## src/rtl/pixel_compositor_pkg.sv

```systemverilog
`default_nettype none
// ============================================================================
// Module      : pixel_compositor_pkg
// Description : Shared definitions for the pixel compositor. Provides the
//               default blanking colour, the default-width colour word type
//               and the layer-index width derivation.
// Revision    : 1.0 - initial release
// ============================================================================
package pixel_compositor_pkg;

    // Colour word at the default 12-bit RGB width (4:4:4).
    typedef logic [11:0] color_t;

    // Colour driven while blanking or when no layer claims the pixel.
    localparam color_t c_blank_color_default = 12'h000;

    // Width of a layer index. Never below one bit, so a two-layer
    // build still has a usable index port.
    function automatic int idx_w(input int n);
        return (n <= 2) ? 1 : $clog2(n);
    endfunction

endpackage
`default_nettype wire

```

## src/rtl/prio_select.sv

```systemverilog
`default_nettype none
// ============================================================================
// Module      : prio_select
// Description : Combinational priority selector. Scans the priority table
//               from slot 0 (highest) downwards and picks the first layer
//               whose pixel-on flag is set.
//   i_active_tbl  : slot -> layer index table
//   i_video_on    : visible-area flag for this pixel
//   i_layer_on    : per-layer pixel-on flags
//   i_layer_color : per-layer colours
//   o_idx         : winning layer index (0 when none)
//   o_valid       : a layer won the pixel
//   o_color       : winning colour, or BLANK_COLOR
// Revision    : 1.0 - initial release
// ============================================================================
module prio_select
    import pixel_compositor_pkg::*;
#(
    parameter int                 NUM_LAYERS  = 4,
    parameter int                 COLOR_W     = 12,
    parameter logic [COLOR_W-1:0] BLANK_COLOR = COLOR_W'(c_blank_color_default),
    parameter int                 IDX_W       = idx_w(NUM_LAYERS)
) (
    input  logic [NUM_LAYERS-1:0][IDX_W-1:0]   i_active_tbl,
    input  logic                               i_video_on,
    input  logic [NUM_LAYERS-1:0]              i_layer_on,
    input  logic [NUM_LAYERS-1:0][COLOR_W-1:0] i_layer_color,
    output logic [IDX_W-1:0]                   o_idx,
    output logic                               o_valid,
    output logic [COLOR_W-1:0]                 o_color
);

    logic [IDX_W-1:0] w_cand;

    // First match wins, so duplicate table entries are harmless. Entries
    // naming a non-existent layer are skipped, which also keeps a layer
    // that is absent from the table from ever being shown.
    always_comb begin
        o_valid = 1'b0;
        o_idx   = '0;
        o_color = BLANK_COLOR;
        w_cand  = '0;
        for (int s = 0; s < NUM_LAYERS; s++) begin
            w_cand = i_active_tbl[s];
            if (!o_valid && i_video_on && (int'(w_cand) < NUM_LAYERS)
                && i_layer_on[w_cand]) begin
                o_valid = 1'b1;
                o_idx   = w_cand;
                o_color = i_layer_color[w_cand];
            end
        end
    end

endmodule
`default_nettype wire

```

## src/rtl/pixel_compositor.sv

```systemverilog
`default_nettype none
// ============================================================================
// Module      : pixel_compositor
// Description : Two-stage layer compositor with a double-buffered priority
//               table and a per-frame pairwise collision matrix.
//   clk         : pixel clock
//   clrn        : asynchronous active-low reset
//   video_on    : visible-area flag, aligned with the layer inputs
//   frame_start : one-cycle pulse on the first pixel of a frame
//   layer_on    : per-layer pixel-on flags
//   layer_color : per-layer colours
//   prio_wr     : priority-table write strobe
//   prio_slot   : slot written (slot 0 is highest priority)
//   prio_layer  : layer index stored in that slot
//   rgb         : composited pixel (2-cycle latency)
//   top_layer   : winning layer index (0 when none)
//   top_valid   : a layer won the pixel
//   coll        : collision matrix of the previous frame, coll[i][j] for i<j
//   coll_valid  : one-cycle pulse when coll is reloaded
// Revision    : 1.0 - initial release
// ============================================================================
module pixel_compositor
    import pixel_compositor_pkg::*;
#(
    parameter int                 NUM_LAYERS  = 4,
    parameter int                 COLOR_W     = 12,
    parameter logic [COLOR_W-1:0] BLANK_COLOR = COLOR_W'(c_blank_color_default),
    localparam int                IDX_W       = idx_w(NUM_LAYERS)
) (
    input  logic                                  clk,
    input  logic                                  clrn,
    input  logic                                  video_on,
    input  logic                                  frame_start,
    input  logic [NUM_LAYERS-1:0]                 layer_on,
    input  logic [NUM_LAYERS-1:0][COLOR_W-1:0]    layer_color,
    input  logic                                  prio_wr,
    input  logic [IDX_W-1:0]                      prio_slot,
    input  logic [IDX_W-1:0]                      prio_layer,
    output logic [COLOR_W-1:0]                    rgb,
    output logic [IDX_W-1:0]                      top_layer,
    output logic                                  top_valid,
    output logic [NUM_LAYERS-1:0][NUM_LAYERS-1:0] coll,
    output logic                                  coll_valid
);

    // ------------------------------------------------------------------
    // Priority tables
    // ------------------------------------------------------------------
    logic [NUM_LAYERS-1:0][IDX_W-1:0] r_shadow_tbl;
    logic [NUM_LAYERS-1:0][IDX_W-1:0] r_active_tbl;
    logic [NUM_LAYERS-1:0][IDX_W-1:0] w_shadow_next;

    // The commit copies the post-write shadow so a write landing in the
    // frame_start cycle takes effect for that frame's first pixel. Slots
    // beyond the table (non power-of-two layer counts) are ignored.
    always_comb begin
        w_shadow_next = r_shadow_tbl;
        if (prio_wr && (int'(prio_slot) < NUM_LAYERS)) begin
            w_shadow_next[prio_slot] = prio_layer;
        end
    end

    always_ff @(posedge clk or negedge clrn) begin
        if (!clrn) begin
            for (int k = 0; k < NUM_LAYERS; k++) begin
                r_shadow_tbl[k] <= IDX_W'(k);
                r_active_tbl[k] <= IDX_W'(k);
            end
        end else begin
            r_shadow_tbl <= w_shadow_next;
            if (frame_start) begin
                r_active_tbl <= w_shadow_next;
            end
        end
    end

    // ------------------------------------------------------------------
    // Stage 1: input registers
    // ------------------------------------------------------------------
    logic                               r_s1_video_on;
    logic                               r_s1_frame_start;
    logic [NUM_LAYERS-1:0]              r_s1_layer_on;
    logic [NUM_LAYERS-1:0][COLOR_W-1:0] r_s1_layer_color;

    always_ff @(posedge clk or negedge clrn) begin
        if (!clrn) begin
            r_s1_video_on    <= 1'b0;
            r_s1_frame_start <= 1'b0;
            r_s1_layer_on    <= '0;
            r_s1_layer_color <= '0;
        end else begin
            r_s1_video_on    <= video_on;
            r_s1_frame_start <= frame_start;
            r_s1_layer_on    <= layer_on;
            r_s1_layer_color <= layer_color;
        end
    end

    // ------------------------------------------------------------------
    // Stage 2: priority selection
    // ------------------------------------------------------------------
    logic [IDX_W-1:0]   w_sel_idx;
    logic               w_sel_valid;
    logic [COLOR_W-1:0] w_sel_color;
    logic [COLOR_W-1:0] r_rgb;
    logic [IDX_W-1:0]   r_top_layer;
    logic               r_top_valid;

    prio_select #(
        .NUM_LAYERS  (NUM_LAYERS),
        .COLOR_W     (COLOR_W),
        .BLANK_COLOR (BLANK_COLOR),
        .IDX_W       (IDX_W)
    ) u_prio_select (
        .i_active_tbl  (r_active_tbl),
        .i_video_on    (r_s1_video_on),
        .i_layer_on    (r_s1_layer_on),
        .i_layer_color (r_s1_layer_color),
        .o_idx         (w_sel_idx),
        .o_valid       (w_sel_valid),
        .o_color       (w_sel_color)
    );

    always_ff @(posedge clk or negedge clrn) begin
        if (!clrn) begin
            r_rgb       <= BLANK_COLOR;
            r_top_layer <= '0;
            r_top_valid <= 1'b0;
        end else begin
            r_rgb       <= w_sel_color;
            r_top_layer <= w_sel_idx;
            r_top_valid <= w_sel_valid;
        end
    end

    // ------------------------------------------------------------------
    // Collision accumulation (upper triangle only, i<j)
    // ------------------------------------------------------------------
    logic [NUM_LAYERS-1:0][NUM_LAYERS-1:0] w_pair;
    logic [NUM_LAYERS-1:0][NUM_LAYERS-1:0] r_acc;
    logic [NUM_LAYERS-1:0][NUM_LAYERS-1:0] r_coll;
    logic                                  r_coll_valid;

    always_comb begin
        w_pair = '0;
        for (int i = 0; i < NUM_LAYERS; i++) begin
            for (int j = i + 1; j < NUM_LAYERS; j++) begin
                w_pair[i][j] = r_s1_video_on & r_s1_layer_on[i] & r_s1_layer_on[j];
            end
        end
    end

    // On a frame boundary the finished frame is latched and the
    // accumulator restarts from the boundary pixel itself, so nothing
    // from that pixel is lost and nothing stale carries over.
    always_ff @(posedge clk or negedge clrn) begin
        if (!clrn) begin
            r_acc        <= '0;
            r_coll       <= '0;
            r_coll_valid <= 1'b0;
        end else if (r_s1_frame_start) begin
            r_coll       <= r_acc;
            r_acc        <= w_pair;
            r_coll_valid <= 1'b1;
        end else begin
            r_acc        <= r_acc | w_pair;
            r_coll_valid <= 1'b0;
        end
    end

    assign rgb        = r_rgb;
    assign top_layer  = r_top_layer;
    assign top_valid  = r_top_valid;
    assign coll       = r_coll;
    assign coll_valid = r_coll_valid;

endmodule
`default_nettype wire
```

## config.mk

```make
export PLATFORM = sky130hd
export DESIGN_NAME = pixel_compositor
export DESIGN_NICKNAME = d
export VERILOG_FILES = /design/src/rtl/pixel_compositor_pkg.sv /design/src/rtl/prio_select.sv /design/src/rtl/pixel_compositor.sv
export SDC_FILE = /design/constraint.sdc
export NUM_CORES = 1
export LEC_CHECK = 0
export ABC_AREA = 0
export CAP_MARGIN = 40
export CORE_UTILIZATION = 45
export CTS_BUF_LIST = sky130_fd_sc_hd__clkbuf_4 sky130_fd_sc_hd__clkbuf_8
export DETAILED_ROUTE_END_ITERATION = 8
export GPL_ROUTABILITY_DRIVEN = 1
export PLACE_DENSITY_LB_ADDON = 0.2
export SKIP_LAST_GASP = 1
export SLEW_MARGIN = 20
export SYNTH_ARGS = -nofsm -noshare
export SYNTH_HDL_FRONTEND = slang
export SYNTH_SLANG_ARGS = --single-unit
```

## constraint.sdc

```tcl
create_clock -name clk -period 3.7 [get_ports clk]
set_clock_uncertainty 0.1 [all_clocks]
set_input_delay 0.37 -clock clk [delete_from_list [all_inputs] [get_ports clk]]
set_output_delay 0.37 -clock clk [all_outputs]
set_load 0.01 [all_outputs]
```

== After elaboration in Yosys (flattened, before gate mapping) ==
Index checks and enable logic that the tools add are counted.

* Magnitude comparators: 6
* Mux-type cells: 34
* Bitwise operators: 10
* Reduce and logical (&&, ||, !) cells: 11

{| class="wikitable"
|+ Operators by type and width
! kind !! count
|-
| binary-select mux 12 bit (select 2 bit) || 4
|-
| 2-to-1 mux 12 bit || 8
|-
| 2-to-1 mux 16 bit || 1
|-
| OR 16 x 12 -> 16 bit || 1
|-
| less-than comparator 2 x 3 -> 1 bit, second input constant || 5
|-
| 2-to-1 mux 2 bit || 5
|-
| AND 1 bit || 9
|-
| 2-to-1 mux 1 bit || 9
|-
| binary-select mux 1 bit (select 2 bit) || 4
|-
| bitwise mux 8 bit || 1
|-
| logical AND 1 bit || 8
|-
| 2-to-1 mux 8 bit || 1
|-
| demux 2 bit (select 2 bit) || 1
|-
| logical NOT 1 bit || 3
|-
| greater-or-equal comparator 2 x 1 -> 1 bit, second input constant || 1
|}

* Register bits: 118
* Bits of input ports: 61
* Output and inout port bits: 32

== Longest topological paths before layout ==
Gate-level depths: netlist of the first run.

* Depth after elaboration: 16
* Mapped depth: 7
* Gate-level depth less buffers: 4

== By module ==
A second synthesis of the first run with hierarchy kept.

* Cells, all modules: 322
* Area, all modules: 4750.8 um^2

{| class="wikitable"
|+ By module, submodules not included
! module !! times used !! cells each !! area an instance (um^2)
|-
| pixel_compositor || 1 || 155 || 2925.3
|-
| prio_select || 1 || 167 || 1825.5
|}

== Least setup slack after synthesis of the first run ==
OpenSTA, ideal clock, no wires.

* Path type: reg-to-reg
* Start point: reg r_active_tbl[2] (netlist bit)
* End point: reg r_rgb[9] (netlist: rgb[9])
* Arrival time: 2070 ps
* Slack: 1448 ps
* Cell stages (with the launch flop): 7
* Buffers on the path: 2
* Clock period less this slack: 2252 ps
* Cell sequence: dfstp_2 -> buf_6 -> mux4_2 -> or3b_4 -> or2_4 -> buf_6 -> a31oi_1

* Longest elaborated chain between the ends: 12
* Elaborated cells on any way between the ends: 16
* Classes of those cells: 9 x mux; 7 x reduce/logical

{| class="wikitable"
|+ Ends and longest elaborated chain
! what !! RTL line !! text
|-
| start: declaration || pixel_compositor.sv:50 || <nowiki>logic [NUM_LAYERS-1:0][IDX_W-1:0] r_active_tbl;</nowiki>
|-
| start signal: indexed assignment || pixel_compositor.sv:67 || <nowiki>r_active_tbl[k] <= IDX_W'(k);</nowiki>
|-
| start signal: assignment || pixel_compositor.sv:72 || <nowiki>r_active_tbl <= w_shadow_next;</nowiki>
|-
| binary-select mux 1 bit (select 2 bit) || prio_select.sv:46 || <nowiki>&& i_layer_on[w_cand]) begin</nowiki>
|-
| 2-to-1 mux 1 bit (not written as such) || prio_select.sv:46 ||
|-
| logical AND 1 bit || prio_select.sv:46 ||
|-
| 2-to-1 mux 1 bit || prio_select.sv:45 || <nowiki>if (!o_valid && i_video_on && (int'(w_cand) < NUM_LAYERS)</nowiki>
|-
| logical NOT 1 bit || prio_select.sv:45 ||
|-
| logical AND 1 bit || prio_select.sv:45 ||
|-
| logical AND 1 bit || prio_select.sv:46 ||
|-
| 2-to-1 mux 1 bit || prio_select.sv:45 ||
|-
| logical NOT 1 bit || prio_select.sv:45 ||
|-
| logical AND 1 bit || prio_select.sv:45 ||
|-
| logical AND 1 bit || prio_select.sv:46 ||
|-
| 2-to-1 mux 12 bit (*) || prio_select.sv:45 ||
|-
| named net u_prio_select.o_color[9] || prio_select.sv:30 || <nowiki>output logic [COLOR_W-1:0] o_color</nowiki>
|-
| end signal: assignment || pixel_compositor.sv:130 || <nowiki>r_rgb <= w_sel_color;</nowiki>
|-
| end: declaration || pixel_compositor.sv:105 || <nowiki>logic [COLOR_W-1:0] r_rgb;</nowiki>
|}

The timed path passes the listed nets; every way through them passes the cells marked *. The select of a mux whose other input is x is not followed.
A chain may end at the register's enable or synchronous reset.

== Worst setup path after layout of the first run ==
* Start point: reg r_s1_layer_on[3]
* End point: reg r_rgb[10] (netlist: rgb[10])

* Longest elaborated chain between the ends: 16
* Elaborated cells on any way between the ends: 25
* Classes of those cells: 15 x mux; 10 x reduce/logical

{| class="wikitable"
|+ Ends and longest elaborated chain
! what !! RTL line !! text
|-
| start: declaration || pixel_compositor.sv:82 || <nowiki>logic [NUM_LAYERS-1:0] r_s1_layer_on;</nowiki>
|-
| start signal: assignment || pixel_compositor.sv:94 || <nowiki>r_s1_layer_on <= layer_on;</nowiki>
|-
| binary-select mux 1 bit (select 2 bit) || prio_select.sv:46 ||
|-
| 2-to-1 mux 1 bit (not written as such) || prio_select.sv:46 ||
|-
| logical AND 1 bit || prio_select.sv:46 ||
|-
| 2-to-1 mux 1 bit || prio_select.sv:45 ||
|-
| logical NOT 1 bit || prio_select.sv:45 ||
|-
| logical AND 1 bit || prio_select.sv:45 ||
|-
| logical AND 1 bit || prio_select.sv:46 ||
|-
| 2-to-1 mux 1 bit || prio_select.sv:45 ||
|-
| logical NOT 1 bit || prio_select.sv:45 ||
|-
| logical AND 1 bit || prio_select.sv:45 ||
|-
| logical AND 1 bit || prio_select.sv:46 ||
|-
| 2-to-1 mux 1 bit || prio_select.sv:45 ||
|-
| logical NOT 1 bit || prio_select.sv:45 ||
|-
| logical AND 1 bit || prio_select.sv:45 ||
|-
| logical AND 1 bit || prio_select.sv:46 ||
|-
| 2-to-1 mux 12 bit (*) || prio_select.sv:45 ||
|-
| named net u_prio_select.o_color[10] || prio_select.sv:30 ||
|}

Marks and branches as above.

==> run metrics, run 1 <==
maxcap violations=0; Residual DRC=0; P per Cell Area=517 nW/um^2; CTS Buffer Depth=2; clk slew on worst S/H paths=0.10 ns; Initial DRC Count=158; # clock sinks=98; Seq/Total Area, Yosys=0.515; CP Max Fanout=32; FP Rows=37; crit-path cells=mux4_2 > nand2b_1 > or2_4 > a31oi_1; min-delay src=layer_color[12]; vias per inst=5.57; hold worst-path end=r_s1_layer_color[12]; WP buf/inv=0; fin crit share=0.699; total power=0.00305 W; RSZ-0062 raised after global routing=no; drt pass-1 iters=4; kind of critical path=flop to flop; combinational share of power=0.315; Worst EP arrival=2.75 ns; fraction of registers with async set or reset after synthesis=1.00; Final setup viols=0; R2R cell count=4; Cells after Synth=323; Die H=105 microns; R2R setup slack=1.11 ns; Switch Pwr=0.000917 W; Post-Synth XOR/XNOR Area=0; WP depth=4; P_leak=2.31 nW; Final TNS setup=0 ns; crit path max-delay cell type=mux4_2; Post-synth EDFFs=0; crit path launch type=flop; global route overflow=0; root buffer cell=clkbuf_8; Final Worst Setup Slack=1.11 ns; Slew Limit Fails=0; I/O Pins=93; Post-Synth Simple-Gate Area=0.0924; f_max=386 MHz; Switching Share=0.301; Post-Synth Adder-Cell Area=0; R2R Path Start=r_s1_layer_on[3]; Global Route Usage Sum=0.202; worst slew pin tran=0.712 ns; Worst VDD drop=0.287 mV; hpwl dp=6940 microns; slowest cell delay on critical path=0.75 ns; area of the mapped netlist=4780 sq um; largest net degree at the start of global routing=62; compound-cell area share of the yosys netlist=0.0432; post-synthesis mux area share=0.301; hold depth=1; Most used DFF post-synth=dfrtp_1; Syn-to-layout area delta=23.2%; via count=2997; Flop pwr share=0.445; Rel. slew slack=0.525; Worst Hold Class=input port to flop; syn avg cell area=14.8 sq um; reg2reg end=rgb[10]; Core Area=10300 sq um; IO buf count=82; min Tclk post-route=2.59 ns; number of diodes=0; routed len/inst=18.9 microns; Clk pwr share=0.239; DIE AREA=11000 sq um; vias in the first global route=3150; Synth cell types=30; CTS Buf Count=9; final core occ=0.571; antenna violations before repair=0; largest family of logic cells by synthesized area=multiplexers; pre-CTS setup slack=1.17 ns; share of layout cells above drive strength 1=0.279; setup bufs post-CTS=0; status=complete, no violations; Worst-Skew Late Latency=0.36 ns; Initial Util=0.463; flops & latches, synth=98; H-tree depth=3; placed cell area=5670 sq um; Final Cell Area=5890 sq um; CTS tree=done; first-pass GRT wire length=16700 microns; synth warn=0; Critical Path End Type=flop; fin nets=458; endpoints failing hold=0; internal power=0.00213 W; worst endpoint required time=3.86 ns; Die X=105 microns; ANT nets after route=0; final WL=10200 microns; Crit path max-delay family=simple AND/OR/NAND/NOR gates; Placer Congestion=0.818
[worst max path at each step]
stage,startpoint,endpoint,slack (ns)
after floorplan,r_active_tbl[2],rgb[9],1.45
after global placement,r_active_tbl[5],rgb[3],1.25
after detailed placement,r_active_tbl[5],rgb[10],1.17
after CTS,r_active_tbl[5],rgb[10],1.13
after global routing,r_s1_layer_on[2],rgb[10],0.97
final,r_s1_layer_on[3],rgb[10],1.11
[layout make-up]
class / instances / area [sq um]
Clock inverter: 6 / 70.1
Clock buffer: 10 / 138
Tap cell: 136 / 170
Sequential cell: 98 / 2460
Multi-Input combinational cell: 192 / 2130
Inverter: 6 / 22.5
Timing Repair Buffer: 90 / 901
Fill cell: 839 / 4430
[sequential cells by signal (all words and copies together), names as in the netlist]
name and flops:
top_valid 1, coll 6, r_s1_layer_color 48, r_acc 6
r_shadow_tbl 8, r_s1_layer_on 4, r_s1_video_on 1, r_s1_frame_start 1
r_active_tbl 8, rgb 12, top_layer 2, coll_valid 1
[cells in the mapped netlist (3+ instances only)]
cell,instances,area share
buf_6,3,0.0071
mux2_2,24,0.057
nor3_1,12,0.013
buf_2,6,0.0063
buf_4,10,0.016
nor4bb_1,9,0.019
buf_1,3,0.0024
clkbuf_1,14,0.011
a31oi_1,12,0.016
nand2_1,15,0.012
mux4_2,52,0.24
dfstp_2,8,0.044
o21ai_0,20,0.021
dfrtp_1,90,0.47
nand3_1,8,0.0084
inv_1,6,0.0047
and2_1,12,0.016
[metrics by stage]
step	hold WS, ns	std cells
2_1_floorplan	-0.0256	332
3_3_place_gp	0.388	520
3_5_place_dp	0.214	521
4_1_cts	0.319	538
5_1_grt	0.307	538
6_report	0.331	538
[power groups by stage]
stage                     Sequential (W)  Clock (W)  Combinational, W
after floorplan                  0.00132          0          0.000663
after global placement           0.00137          0          0.000954
after detailed placement         0.00138          0          0.000966
after CTS                        0.00136   0.000742          0.000970
after global routing             0.00138   0.000786           0.00104
final                            0.00136   0.000729          0.000960
[metal layers]
metal  GRT usage  part of all wire  vias up
met1       0.274              0.43     1521
li1            -                 -     1357
met3      0.0293             0.041       15
met2       0.334              0.51      104
met4      0.0734             0.016        0
met5           0                 0        -
[worst reg2reg max path: stages (launching register included)]
cell and delay (ns):
dfrtp_1 0.49, mux4_2 0.76, nand2b_1 0.50, or2_4 0.46, a31oi_1 0.19
[repair_timing]
item                                    4_1_cts  5_1_grt
hold buffers                                  1        0
endpoints found under the setup margin        0        0
gates resized for setup                       0        0
hold endpoints to repair                     28        0
[layout by cell type, fill, tap and decap left out, types with 2 or more instances in the layout]
cell and count:
and3_1 2, clkbuf_8 10, conb_1 10, and3b_1 2, nand2_1 15, mux2_2 24, nor4bb_1 9, clkdlybuf4s50_1 81
dfrtp_1 90, mux4_2 52, a31oi_1 12, inv_6 4, and2_1 12, nand3b_1 2, a221o_1 2, o21ai_0 20
inv_1 6, buf_4 7, nor3_1 12, and4bb_2 2, nand3_1 8, nor2b_1 2, dfstp_2 8
[cell families (layout without fill, tap and decap cells)]
kind of cell	count (synthesis)	in the layout
multiplexers	76	76
other	1	10
flip-flops	98	98
buffers and inverters	42	112
AO/OA/AOI/OAI	35	35
AND/OR/NAND/NOR	71	71
No activity file was read; power rests on OpenSTA's default activity.
==> inputs of run 2 (changes only) <==
==> constraint.sdc (replaced) <==
create_clock -name clk -period 2.1 [get_ports clk]
set_clock_uncertainty 0.1 [all_clocks]
set_input_delay 0.21 -clock clk [delete_from_list [all_inputs] [get_ports clk]]
set_output_delay 0.21 -clock clk [all_outputs]
set_load 0.01 [all_outputs]
==> run metrics, run 2 (synthesized netlist as in run 1, its figures left out) <==
worst endpoint required time=2.27 ns (-1.59 ns); FP Rows=37 (unchanged); global route overflow=0 (unchanged); I/O Pins=93 (unchanged); P_leak=2.37 nW (+2.5%); number of flip-flops in the largest register=48 (unchanged); Worst VDD drop=0.470 mV (+64%); Worst Hold Class=input port to flop; Worst-Skew Late Latency=0.36 ns (about the same); number of diodes=0 (unchanged); crit path launch type=flop; worst slew pin tran=0.586 ns (-0.126 ns); hpwl dp=7350 microns (+5.9%); Critical Path End Type=flop; via count=3110 (+3.8%); clk slew on worst S/H paths=0.09 ns (about the same); maxcap violations=0 (unchanged); vias in the first global route=3217 (+2.1%); fin nets=473 (+3.3%); Die X=105 microns (unchanged); first-pass GRT wire length=17400 microns (+4.2%); worst hold slack=0.178 ns (-0.153 ns); H-tree depth=3 (unchanged); Die H=105 microns (unchanged); antenna violations before repair=0 (unchanged); Final Worst Setup Slack=-0.0262 ns (-1.14 ns); root buffer cell=clkbuf_8; Placer Congestion=0.781 (-4.5%); CP Max Fanout=6 (-81%); Final setup viols=6 (+6); Biggest register=r_s1_layer_color; failing checks=negative setup slack; hold depth=1 (unchanged); Initial Util=0.463 (unchanged); Non-Filler Instances=553 (+2.8%); drt pass-1 iters=4 (unchanged); Worst EP arrival=2.29 ns (-0.46 ns); kind of critical path=flop to flop; Core Area=10300 sq um (unchanged); RSZ-0062 raised after global routing=yes; most frequent cells in the layout=90 x dfrtp_1, 81 x clkdlybuf4s50_1, 52 x mux4_2, 24 x mux2_2, 20 x o21ai_0; reg2reg end=rgb[10]; R2R Path Start=r_active_tbl[2]; min-delay src=layer_color[36]; DIE AREA=11000 sq um (unchanged); share of layout cells above drive strength 1=0.326 (+0.0475); placed insts=534 (+2.5%); Residual DRC=0 (unchanged); R2R cell count=4 (unchanged); Global Route Usage Sum=0.209 (+0.00713); largest net degree at the start of global routing=52 (-16%); ANT nets after route=0 (unchanged); f_max=470 MHz (+22%); Slew Limit Fails=0 (unchanged); min Tclk post-route=2.13 ns (-0.461 ns); Initial DRC Count=166 (+5.1%); most common cell after layout, fill and taps aside=dfrtp_1; Rel. slew slack=0.609 (+0.0840); CTS Buffer Depth=2 (unchanged); # clock sinks=98 (unchanged); Syn-to-layout area delta=26.1%; CTS tree=done; R2R setup slack=-0.03 ns (-1.14 ns); status=finished, violations left; IO buf count=82 (unchanged); P per Cell Area=882 nW/um^2 (+71%); final WL=10600 microns (+4.2%); CTS Buf Count=9 (unchanged); endpoints failing hold=0 (unchanged); hold worst-path end=r_s1_layer_color[36]; vias per inst=5.62 (+0.96%); fin crit share=1.01 (+0.313); routed len/inst=19.2 microns (+1.3%); total power=0.00531 W (+74%)
-- run 2: layout make-up --
class	count	area, sq um
fillers	854	4300
well taps	136	170
flip-flops and latches	98	2460
clock inverters	5	31.3
inverters	6	22.5
repair buffers	104	1030
multi-input cells	193	2170
clock buffers	11	139
-- run 2: how the worst max path moves through the flow --
stage / end / cells past startpoint / start / slack, ns
6_report: rgb[10] / 4 / r_active_tbl[2] / -0.03
5_1_grt: rgb[10] / 5 / r_active_tbl[2] / -0.08
4_1_cts: rgb[0] / 4 / r_active_tbl[2] / -0.03
3_5_place_dp: rgb[4] / 4 / r_s1_layer_on[0] / -0.05
3_3_place_gp: rgb[11] / 4 / r_active_tbl[2] / 0.03
2_1_floorplan: rgb[9] / 6 / r_active_tbl[2] / -0.15
-- run 2: power by group --
| group | internal [W] | switching (W) | total [W] |
|---|---|---|---|
| sequential | 0.00214 | 0.000153 | 0.00229 |
| clock | 0.000454 | 0.000622 | 0.00108 |
| combinational | 0.00111 | 0.000838 | 0.00194 |
| total | 0.00370 | 0.00161 | 0.00531 |
-- run 2: stage by stage --
step / setup slack [ns] / instance area (sq um) / util / TNS (ns)
detailed placement: -0.0473 / 5790 / 0.561 / -0.115
global placement: 0.0259 / 5790 / 0.561 / 0
global route: -0.0824 / 6030 / 0.584 / -0.697
CTS: -0.0251 / 5970 / 0.579 / -0.119
floorplan: -0.152 / 4810 / - / -1.64
finish: -0.0262 / 6030 / 0.584 / -0.0770
-- run 2: repair_timing --
item / 4_1_cts / 5_1_grt
hold buffers: 1 / 0
gates resized for setup: 2 / 9
setup buffers: 0 / 1
endpoints found under the setup margin: 13 / 14
pin swaps: 0 / 3
hold endpoints to repair: 39 / 0
cloned: 0 / 1
-- run 2: worst max-delay path, cell delays in order, from the launching register on --
cell and delay (ns):
dfstp_2 0.55, mux4_2 0.51, or3b_4 0.42, or2_4 0.31, a31oi_1 0.15
-- run 2: layer usage --
layer  up-vias  track usage  part of all wire
met5         -            0                 0
met4         0       0.0755             0.015
met3        12       0.0349             0.042
met2       107        0.334              0.50
met1      1601        0.291              0.44
li1       1390            -                 -
==> inputs of run 3 (changes only) <==
--- a/config.mk
+++ b/config.mk
@@ -7,7 +7,7 @@
 export LEC_CHECK = 0
 export ABC_AREA = 0
 export CAP_MARGIN = 40
-export CORE_UTILIZATION = 45
+export CORE_UTILIZATION = 34
 export CTS_BUF_LIST = sky130_fd_sc_hd__clkbuf_4 sky130_fd_sc_hd__clkbuf_8
 export DETAILED_ROUTE_END_ITERATION = 8
 export GPL_ROUTABILITY_DRIVEN = 1
==> run metrics, run 3 (synthesized netlist as in run 1, its figures left out) <==
RSZ-0062 raised after global routing=yes; via count=3099 (-0.35%); Residual DRC=0 (unchanged); vias in the first global route=3284 (+2.1%); largest net degree at the start of global routing=58 (+12%); Worst VDD drop=0.285 mV (-39%); failing checks=negative setup slack; Rel. slew slack=0.643 (+0.0341); Global Route Usage Sum=0.165 (-0.0440); CTS Buf Count=9 (unchanged); R2R Path Start=r_active_tbl[2]; worst endpoint required time=2.30 ns (+0.03 ns); Final Worst Setup Slack=-0.0427 ns (-0.0165 ns); placed insts=576 (+7.9%); maxcap violations=0 (unchanged); Syn-to-layout area delta=28.1%; critical path launch point=r_active_tbl[2]; setup bufs post-CTS=0 (unchanged); f_max=467 MHz (-0.77%); antenna violations before repair=0 (unchanged); worst slew pin tran=0.535 ns (-0.0512 ns); Worst-Skew Late Latency=0.38 ns (+0.02 ns); DIE AREA=14500 sq um (+32%); status=finished, violations left; fin crit share=1.02 (+0.00786); IO buf count=82 (unchanged); min Tclk post-route=2.14 ns (+0.0165 ns); # clock sinks=98 (unchanged); Die X=121 microns (+15%); endpoints failing hold=0 (unchanged); root buffer cell=clkbuf_8; Initial Util=0.355 (-0.108); P_leak=2.39 nW (+0.96%); gr busiest metal=met2; kind of critical path=flop to flop; CTS Buffer Depth=2 (unchanged); fin nets=474 (+0.21%); most frequent cells in the layout=90 x dfrtp_1, 81 x clkdlybuf4s50_1, 52 x mux4_2, 24 x mux2_2; share of layout cells above drive strength 1=0.342 (+0.0160); first-pass GRT wire length=17700 microns (+1.9%); Layout fillers=1211 (+42%); Initial DRC Count=116 (-30%); Non-Filler Instances=594 (+7.4%); I/O Pins=93 (unchanged); ANT nets after route=0 (unchanged); Worst EP arrival=2.34 ns (+0.05 ns); Die H=121 microns (+15%); routed len/inst=18.9 microns (-1.7%); FP Rows=42 (+14%); Final setup viols=11 (+5); H-tree depth=3 (unchanged); final WL=11200 microns (+5.6%); number of diodes=0 (unchanged); P per Cell Area=882 nW/um^2 (about the same); hpwl dp=7680 microns (+4.5%); Placer Congestion=0.716 (-8.2%); Critical Path End Type=flop; clk slew on worst S/H paths=0.10 ns (about the same); CTS tree=done; met3 usage=0.0236 (-0.0113); global route overflow=0 (unchanged); most common cell after layout, fill and taps aside=dfrtp_1; Core Area=13500 sq um (+30%); Biggest register=r_s1_layer_color; total power=0.00540 W (+1.7%); min-delay src=layer_on[0]; M1 GR Usage=0.214 (-0.0775); grt met2 use=0.273 (-0.0606); crit path launch type=flop; vias per inst=5.22 (-7.2%); final core occ=0.455 (-0.129); Final TNS setup=-0.144 ns (-0.0670 ns); drt pass-1 iters=4 (unchanged); Worst Hold Class=input port to flop; number of flip-flops in the largest register=48 (unchanged); Slew Limit Fails=0 (unchanged); CP Max Fanout=6 (unchanged)
## run 3: critical path, cell delays in order (launching register included)
cell and delay [ns]:
dfstp_2 0.56, mux4_2 0.51, or3b_4 0.43, or2_4 0.29, a31oi_2 0.19
## run 3: cell type report
cell class                      count  area [sq um]  share of cell area
Clock buffer                       13           166              0.0272
Clock inverter                      3          15.0             0.00245
Inverter                            6          22.5             0.00368
Multi-Input combinational cell    193          2220               0.363
Sequential cell                    98          2460               0.402
Tap cell                          176           220              0.0360
Timing Repair Buffer              105          1010               0.166
## run 3: power by group
part	leakage (nW)	internal, W	switching, W
logic	1.12	0.00110	0.000866
registers	1.17	0.00214	0.000148
clock network	0.100	0.000517	0.000628
## run 3: routing by layer
metal / up-vias / part of all wire
met5: - / 0
met1: 1615 / 0.43
li1: 1397 / -
met3: 17 / 0.027
met4: 0 / 0.023
met2: 70 / 0.51
## run 3: what timing repair did
item                                   in CTS  in global routing
endpoints found under the hold margin      37                  0
gates cloned                                1                  0
pin swaps                                   1                  1
setup endpoints to repair                   9                 14
resized for setup                           2                 18
hold buffers                                1                  0
## run 3: through the flow
step                      hold WS, ns  worst slack, ns  cell area, sq um
after floorplan                -0.186           -0.152              4810
after global placement          0.118          0.00685              5830
after detailed placement        0.126          -0.0245              5830
after CTS                       0.141          -0.0379              6030
after global routing            0.143          -0.0943              6120
final                           0.156          -0.0427              6120
## run 3: final timing paths
kind / endpoint / slack (ns) / cells past startpoint
worst min register to register: r_shadow_tbl[4] / 0.41 / 1
max in group asynchronous: r_active_tbl[5] / 0.94 / 3
worst max-delay path: rgb[0] / -0.04 / 4
worst max register to register: rgb[0] / -0.04 / 4
min in group asynchronous: r_shadow_tbl[4] / 0.25 / 2
worst min-delay path: r_s1_layer_on[0] / 0.16 / 1
